<file path="src/rtl/pick_pkg.sv">
// Shared constants and state encoding for the pixel packet scheduler.
// Header words are fixed 16-bit patterns recognised by the downstream picker.
// No logic lives here; consumers import pick_pkg::*.
package pick_pkg;

  localparam logic [15:0] HDR_SYNC  = 16'hFFFF;
  localparam logic [15:0] HDR_MARK  = 16'hAAAA;
  localparam logic [15:0] CNTL_BASE = 16'hC000;

  typedef enum logic [2:0] {
    IDLE,
    HDR0,
    HDR1,
    HDR2,
    CNTL,
    PIX,
    GAP
  } pkt_state_t;

endpackage

</file>
<file path="src/rtl/rr_arbiter.sv">
// Round-robin pick: first set req bit searching upward from last_grant+1.
// Latency: purely combinational, result valid in the same cycle.
// Backpressure: none; caller decides when to accept the grant.
module rr_arbiter #(
  parameter int NUM_SRC = 4,
  parameter int IDX_W   = $clog2(NUM_SRC)
) (
  input  logic [NUM_SRC-1:0] req,
  input  logic [IDX_W-1:0]   last_grant,
  output logic [IDX_W-1:0]   grant,
  output logic               vld
);

  int idx;

  // Scan offsets from farthest to nearest so the nearest requester after
  // last_grant is the final (winning) assignment.
  always_comb begin
    grant = '0;
    vld   = 1'b0;
    idx   = 0;
    for (int k = NUM_SRC; k >= 1; k--) begin
      idx = (int'(last_grant) + k) % NUM_SRC;
      if (req[IDX_W'(idx)]) begin
        grant = IDX_W'(idx);
        vld   = 1'b1;
      end
    end
  end

endmodule

</file>
<file path="src/rtl/pixel_pkt_scheduler.sv">
// Shares one pixel-packet picker among NUM_SRC line sources, one packet per grant.
// Latency: request seen in IDLE at edge n -> first sync word in cycle n+1, pixels from n+5.
// Backpressure: none downstream; sources must hold NUM_PIXEL words when requesting.
module pixel_pkt_scheduler
  import pick_pkg::*;
#(
  parameter int PIXEL_WIDTH = 16,
  parameter int NUM_SRC     = 4,
  parameter int NUM_PIXEL   = 16
) (
  input  logic                           CLK,
  input  logic                           nRST,
  input  logic                           enable,
  input  logic [NUM_SRC-1:0]             src_req,
  input  logic [NUM_SRC*PIXEL_WIDTH-1:0] src_data,
  output logic [NUM_SRC-1:0]             src_pop,
  output logic                           rcv_ready,
  output logic [PIXEL_WIDTH-1:0]         dout,
  output logic [$clog2(NUM_SRC)-1:0]     grant_id,
  output logic                           busy,
  output logic                           pkt_done
);

  localparam int IDX_W = $clog2(NUM_SRC);
  localparam int CNT_W = $clog2(NUM_PIXEL + 1);

  pkt_state_t       state;
  pkt_state_t       state_nxt;
  logic [IDX_W-1:0] last_grant;
  logic [IDX_W-1:0] arb_grant;
  logic             arb_vld;
  logic             take;
  logic [CNT_W-1:0] pix_cnt;

  logic [PIXEL_WIDTH-1:0] src_word [NUM_SRC];

  for (genvar i = 0; i < NUM_SRC; i++) begin : g_unpack
    assign src_word[i] = src_data[i*PIXEL_WIDTH +: PIXEL_WIDTH];
  end

  rr_arbiter #(
    .NUM_SRC (NUM_SRC),
    .IDX_W   (IDX_W)
  ) u_arb (
    .req        (src_req),
    .last_grant (last_grant),
    .grant      (arb_grant),
    .vld        (arb_vld)
  );

  // State register; reset aborts any packet in flight immediately.
  always_ff @(posedge CLK or negedge nRST) begin
    if (!nRST) state <= IDLE;
    else       state <= state_nxt;
  end

  // Latch the winner only when a new packet is actually started.
  always_ff @(posedge CLK or negedge nRST) begin
    if (!nRST) begin
      grant_id   <= '0;
      last_grant <= IDX_W'(NUM_SRC - 1);
    end else if (take) begin
      grant_id   <= arb_grant;
      last_grant <= arb_grant;
    end
  end

  // Pixel counter: cleared during the control word, advances once per pixel.
  always_ff @(posedge CLK or negedge nRST) begin
    if (!nRST)              pix_cnt <= '0;
    else if (state == CNTL) pix_cnt <= '0;
    else if (state == PIX)  pix_cnt <= pix_cnt + 1'b1;
  end

  // Next-state and output decode; requests are only looked at in IDLE.
  always_comb begin
    state_nxt = state;
    take      = 1'b0;
    dout      = '0;
    rcv_ready = 1'b0;
    src_pop   = '0;
    case (state)
      IDLE: begin
        if (enable && arb_vld) begin
          take      = 1'b1;
          state_nxt = HDR0;
        end
      end
      HDR0: begin
        dout      = HDR_SYNC;
        rcv_ready = 1'b1;
        state_nxt = HDR1;
      end
      HDR1: begin
        dout      = HDR_SYNC;
        state_nxt = HDR2;
      end
      HDR2: begin
        dout      = HDR_MARK;
        state_nxt = CNTL;
      end
      CNTL: begin
        dout      = CNTL_BASE | PIXEL_WIDTH'(grant_id);
        state_nxt = PIX;
      end
      PIX: begin
        dout              = src_word[grant_id];
        src_pop[grant_id] = 1'b1;
        if (pix_cnt == CNT_W'(NUM_PIXEL - 1)) state_nxt = GAP;
      end
      GAP:     state_nxt = IDLE;
      default: state_nxt = IDLE;
    endcase
  end

  assign busy     = (state != IDLE);
  assign pkt_done = (state == GAP);

endmodule

</file>
<file path="config.mk">
export PLATFORM = sky130hd
export DESIGN_NAME = pixel_pkt_scheduler
export DESIGN_NICKNAME = d
export VERILOG_FILES = /design/src/rtl/pick_pkg.sv /design/src/rtl/rr_arbiter.sv /design/src/rtl/pixel_pkt_scheduler.sv
export SDC_FILE = /design/constraint.sdc
export NUM_CORES = 1
export LEC_CHECK = 0
export ABC_AREA = 1
export BUFFER_PORTS_ARGS = -buffer_cell sky130_fd_sc_hd__buf_2
export CORE_MARGIN = 1
export CORE_UTILIZATION = 38
export DETAILED_ROUTE_END_ITERATION = 10
export HOLD_SLACK_MARGIN = 0.05
export PLACE_DENSITY = 0.83
export SLEW_MARGIN = 30
export SYNTH_ARGS = -nofsm -noshare
export SYNTH_HDL_FRONTEND = slang
export SYNTH_SLANG_ARGS = --single-unit
</file>
<file path="constraint.sdc">
create_clock -name CLK -period 1.36 [get_ports CLK]
set_clock_uncertainty 0.1 [all_clocks]
set_input_delay 0.136 -clock CLK [delete_from_list [all_inputs] [get_ports CLK]]
set_output_delay 0.136 -clock CLK [all_outputs]
set_load 0.05 [all_outputs]
</file>
==> key figures, run 1 <==
Status
  • Run status: finished with violations
  • Failing checks: setup timing

Setup path
  • Most numerous cell on the critical path: nand2_4
  • CP delay by family, top: flip-flops
  • Crit Path Max Fanout: 9
  • Critical Path, Cell by Cell: nand2_4 -> inv_6 -> a22oi_2 -> nand2_1 -> a21oi_2 -> nand2_4 -> buf_8
  • Worst EP required: 1.12 ns
  • Startpoint Class: flip-flop
  • Crit. End Element: output pin
  • Worst EP arrival: 1.70 ns
  • Critical Path Slowest Stage Cell: dfrtp_4
  • Critical path class: reg2out
  • CP max stage delay: 0.55 ns
  • WP buf/inv: 2
  • R2r setup slk: -0.36 ns

Job
  • Max-cap violation count: 0

Logic synthesis
  • Mean Syn Cell Area: 5.52 um^2
  • Syn Inst Count: 249
  • Top_reg_cell synth: dfrtp_1
  • Synthesized area: 0.00138 mm^2
  • Syn nets: 322
  • Top-count cell post-synth: nand2_1
  • Ys async rst share: 100%
  • Seq cells post-synth: 12
  • Synth area leaders: nand2_1 (37%), dfrtp_1 (18%), nand4_1 (5.9%)
  • Top-area cell type share of the netlist area: 36.6%
  • Top cell type by total area after synthesis: nand2_1
  • Yosys warnings: 0
  • EDFF count, synth: 0
  • Seq/Total Area, Yosys: 22.0%
  • Commonest cells post-synth: nand2_1 (134), inv_1 (14), nand4_1 (13)
  • Post-synth cell types: 24

Floorplan
  • Rows: 21
  • Die outline area: 0.00386 mm^2
  • Core Region: 0.00339 mm^2
  • Initial core utilization: 40.6%
  • Ports: 96
  • Die H: 62.2 um
  • Die Wd: 62.2 um

Timing
  • Slew Viols, Final: 0
  • Tcrit/Tclk final: 143%
  • Slew Limit Headroom: 81.5%
  • Minimum clock period: 1.94 ns
  • Final Hold Vio Count: 0
  • RSZ-0062 raised after global routing: true
  • Worst-Margin Slew: 0.275 ns
  • Endpoints failing setup: 34
  • Max frequency: 0.516 GHz
  • Worst setup margin: -0.580 ns

Finish
  • N_diodes: 0
  • P&R area growth vs syn: 127%
  • Finished Layout Cells: 435
  • Final #Nets: 463
  • Design Area, Final: 0.00312 mm^2
  • Share of cells above drive strength 1: 65.6%

Drt
  • DRT iter0 DRCs: 205
  • Vias per inst: 5.65
  • Drt drc: 0
  • Via count: 2,458
  • First-pass DRT Iterations: 4
  • Post-DRT Antenna Nets: 0
  • Routed WL: 7660 um
  • WL per Instance: 17.6 um

Placed design
  • Gpl congestion: 0.790
  • Post-Place Cells: 416
  • Pre-CTS setup slack: -0.387 ns
  • PortBufs: 95
  • Post-DP HPWL: 3860 um
  • DP Area: 0.00235 mm^2

Clocking
  • H-tree Lvls: 1
  • Clock buffer depth: 2
  • Root Buffer Master: clkbuf_4
  • Clk slew on worst S/H paths: 0.08 ns
  • Number of buffers created by CTS: 3
  • Clock Latency Late Sink: 0.29 ns
  • CTS tree: done
  • Clock Sinks: 12

GRT
  • Total Routing Usage GR: 30.9%
  • First-pass GRT wire length: 9620 um
  • Vias in the first global route: 2,245
  • Grt ovf: 0
  • Largest net degree at the start of global routing: 17
  • Initial antenna violation count: 0

Worst hold path
  • Hold Crit Class: in2reg

Pwr
  • Worst VDD drop: 2.21 mV
  • Power Dens Cells: 3100 mW/mm^2
  • P_leak: 0.00157 uW
==> metrics by stage <==
stage	utilization [%]	power, uW	setup TNS, ns	hold slack, ns
floorplan	-	4990	-3.83	-0.260
global placement	69.3	6370	-6.15	-0.0807
detailed placement	69.3	6450	-6.96	-0.0802
CTS	84.4	8450	-10.87	0.143
global route	92.0	10000	-14.42	0.155
finish	92.0	9660	-13.10	0.132
==> registers in the layout (all words and copies together) (netlist names) <==
| register | cells |
|---|---|
| last_grant | 2 |
| pix_cnt | 5 |
| grant_id | 2 |
| state | 3 |
==> worst register-to-register path, delay by kind of cell, from the launching register on <==
kind / cells / cell delay (ns)
simple gates: 8 / 0.63
flops: 1 / 0.61
buf+inv: 3 / 0.32
==> placed cells by master, fill, tap and decap left out, types with 2 or more instances in the layout <==
cell,count
clkbuf_4,3
buf_2,70
inv_1,10
buf_4,27
inv_6,2
dfrtp_1,6
nand2_4,25
nor3_4,2
inv_8,3
nand3_2,3
nor2_4,11
a21oi_1,2
o21ai_1,3
buf_6,18
nor2_2,2
buf_8,23
a21oi_2,3
dfrtp_2,3
o21ai_2,4
nand2_2,27
nor2_1,2
inv_2,8
nand4_1,13
nand2_1,86
a22oi_2,6
dfstp_2,2
nand3_1,5
buf_12,4
==> area by class of cell <==
cell class	count	area [um^2]
fillers	141	273
well taps	46	57.6
multi-input cells	205	1380
flip-flops and latches	12	310
inverters	25	143
clock buffers	4	36.3
repair buffers	143	1190
==> worst paths after layout <==
check,start,end,depth (start not counted)
min,enable,last_grant[0],5
max in group asynchronous,nRST,last_grant[1],2
min reg2reg,pix_cnt[3],pix_cnt[3],1
max reg2reg,last_grant[0],last_grant[1],11
max,grant_id[0],dout[14],7
min in group asynchronous,nRST,grant_id[0],2
==> power breakdown <==
group          switching, uW  internal (uW)  leakage [uW]  total [uW]
combinational           4950           3600       0.00140        8550
sequential               285            536      0.000146         822
clock                    133            163     0.0000210         296
total                   5360           4300       0.00157        9660
==> repair_timing <==
item,in CTS,in global routing
cloned,0,0
endpoints found under the hold margin,12,0
hold buffers,1,0
pin swaps,22,27
setup buffers,12,10
setup endpoints to repair,33,36
gates resized for setup,112,69
==> kinds of logic (layout without fill, tap and decap cells) <==
kind of cell             Yosys count  after routing  share of synthesized area [%]
flip-flops                        12             12                           22.0
AND/OR/NAND/NOR                  180            180                           56.1
adder cells (fa/ha/maj)            2              2                           1.82
AO/OA/AOI/OAI                     23             23                           10.1
buffers and inverters             32            172                           10.0
==> metal layers <==
| metal | vias to the layer above | wire (um) | global-route usage [%] |
|---|---|---|---|
| li1 | 1079 | - | - |
| met4 | 0 | 459 | 13.7 |
| met1 | 1165 | 2660 | 31.4 |
| met3 | 45 | 549 | 4.04 |
| met2 | 169 | 3990 | 61.5 |
| met5 | - | 0 | 0 |
Note: power is estimated with default switching activity, not from simulation.
==> run 2, diff against run 1 <==
RECOVER_POWER = 25   (was not set)
==> run 2 against run 1 <==
Compared with the run above:
- clock power about the same
- final area about the same
- global-route usage unchanged
- sequential share of layout area about the same
- combinational power about the same
- critical endpoint unchanged
- non-clock buffer count unchanged
- sequential power about the same
- register-to-register slack about the same
- the flow still finishes with violations (setup timing)
==> key figures, run 2 (same netlist as run 1, synthesis figures left out) <==
Setup path
  • Critical path class: reg2out
  • Startpoint Class: flip-flop
  • CP max stage delay: 0.55 ns (about the same)
  • Most numerous cell on the critical path: nand2_4
  • Crit. End Element: output pin
  • Crit Path Max Fanout: 9 (unchanged)
  • Critical Path Slowest Stage Cell: dfrtp_4
  • R2r setup slk: -0.36 ns (about the same)
  • R2R cell count: 11 (unchanged)
  • Critical Path, Cell by Cell: nand2_4 -> inv_6 -> a22oi_2 -> nand2_1 -> a21oi_2 -> nand2_4 -> buf_8
  • RR Startpoint: last_grant[0]
  • Worst EP required: 1.12 ns (about the same)
  • Worst R2R End: last_grant[1]
  • Worst EP arrival: 1.70 ns (about the same)

Floorplan
  • Die Wd: 62.2 um (unchanged)
  • Rows: 21 (unchanged)
  • Ports: 96 (unchanged)
  • Initial core utilization: 40.6% (unchanged)
  • Core Region: 0.00339 mm^2 (unchanged)
  • Die outline area: 0.00386 mm^2 (unchanged)
  • Die H: 62.2 um (unchanged)

Finish
  • Final #Nets: 463 (unchanged)
  • N_diodes: 0 (unchanged)
  • Max reg flops: 5 (unchanged)
  • P&R area growth vs syn: 127% (about the same)
  • Commonest non-fill, non-tap cell in the layout: nand2_1
  • Commonest non-fill, non-tap cells in the layout: nand2_1 (86), buf_2 (69), nand2_2 (27), buf_4 (27), nand2_4 (25)
  • Largest regs: pix_cnt (5), state (3)
  • Filler instances: 142 (+0.71%)
  • Share of cells above drive strength 1: 65.3% (-0.26 points)
  • Util after Layout: 91.9% (about the same)
  • Largest Register: pix_cnt

Placed design
  • PortBufs: 95 (unchanged)
  • Post-DP HPWL: 3860 um (unchanged)
  • Gpl congestion: 0.790 (unchanged)

Timing
  • Tcrit/Tclk final: 143% (unchanged)
  • Worst-Margin Slew: 0.668 ns (+0.393 ns)
  • Max frequency: 0.516 GHz (unchanged)
  • Fin Hold WS: 0.132 ns (+0.00000100 ns)
  • Endpoints failing setup: 34 (unchanged)
  • Minimum clock period: 1.94 ns (unchanged)
  • RSZ-0062 raised after global routing: true
  • Slew Limit Headroom: 55.5% (-26 points)
  • Worst setup margin: -0.580 ns (unchanged)
  • Final Hold Vio Count: 0 (unchanged)
  • Slew Viols, Final: 0 (unchanged)

GRT
  • First-pass GRT wire length: 9620 um (unchanged)
  • Initial antenna violation count: 0 (unchanged)
  • Grt ovf: 0 (unchanged)
  • Largest net degree at the start of global routing: 17 (unchanged)
  • Vias in the first global route: 2,245 (unchanged)
  • Total Routing Usage GR: 30.9% (unchanged)

Drt
  • Drt drc: 0 (unchanged)
  • WL per Instance: 17.6 um (about the same)
  • Vias per inst: 5.65 (unchanged)
  • Routed WL: 7660 um (about the same)
  • First-pass DRT Iterations: 4 (unchanged)
  • Post-DRT Antenna Nets: 0 (unchanged)
  • Via count: 2,458 (unchanged)
  • DRT iter0 DRCs: 205 (unchanged)

Job
  • Max-cap violation count: 0 (unchanged)

Pwr
  • Power Dens Cells: 3100 mW/mm^2 (about the same)
  • Worst VDD drop: 2.21 mV (unchanged)
  • P_leak: 0.00157 uW (-0.18%)

Clocking
  • Root Buffer Master: clkbuf_4
  • Clk slew on worst S/H paths: 0.08 ns (about the same)
  • Clock Latency Late Sink: 0.29 ns (about the same)
  • Clock Sinks: 12 (unchanged)
  • Clock buffer depth: 2 (unchanged)
  • H-tree Lvls: 1 (unchanged)
  • Number of buffers created by CTS: 3 (unchanged)
  • CTS tree: done

Worst hold path
  • Hold Path Stages: 5 (unchanged)
  • Min-delay src: enable
  • Hold endpoint: last_grant[0]
  • Hold Crit Class: in2reg

Status
  • Run status: finished with violations
  • Failing checks: setup timing
run 2: worst max path at each step:
stage                startpoint       end  slack [ns]  cells after the start
finish              grant_id[0]  dout[14]       -0.58                      7
global route        grant_id[0]  dout[14]       -0.63                      7
CTS                 grant_id[0]  dout[15]       -0.49                      7
detailed placement  grant_id[0]   dout[0]       -0.39                      8
global placement    grant_id[0]   dout[0]       -0.34                      8
floorplan           grant_id[1]   dout[0]       -0.25                      7
run 2: routing by layer:
metal	global-route usage, %	up-vias	share of wire [%]
li1	-	1079	-
met1	31.4	1165	35
met2	61.5	169	52
met3	4.04	45	7.2
met4	13.7	0	6.0
met5	0	-	0
run 2: layout make-up:
class | instances | area [um^2] | share of cell area, %
clock buffers | 4 | 36.3 | 1.16
well taps | 46 | 57.6 | 1.85
inverters | 25 | 143 | 4.58
multi-input cells | 205 | 1380 | 44.3
flip-flops and latches | 12 | 310 | 9.96
repair buffers | 143 | 1190 | 38.2
run 2: through the flow:
stage	worst slack [ns]	TNS, ns	total power [uW]	area, um^2	instances
2_1_floorplan	-0.249	-3.83	4990	1620	249
3_3_place_gp	-0.342	-6.15	6370	2350	416
3_5_place_dp	-0.387	-6.96	6450	2350	416
4_1_cts	-0.491	-10.87	8450	2860	432
5_1_grt	-0.634	-14.42	10000	3120	435
6_report	-0.580	-13.10	9660	3120	435
run 2: worst max-delay path: cells and delay by family, from the launching register on:
family	cells	cell delay, ns
buffers and inverters	2	0.21
AOI/OAI and AO/OA	2	0.36
DFF	1	0.55
and+or+nand+nor	3	0.28
run 2: report_power, final:
group | internal (uW) | leakage, uW | switching (uW)
Sequential | 536 | 0.000146 | 285
Clock | 163 | 0.0000210 | 133
Combinational | 3600 | 0.00140 | 4950
Total | 4300 | 0.00157 | 5360
run 2: what timing repair did:
action | in CTS | in global routing
setup endpoints to repair | 33 | 36
setup buffers | 12 | 10
pin swaps | 22 | 27
hold buffers | 1 | 0
hold endpoints to repair | 12 | 0
resized for setup | 112 | 69
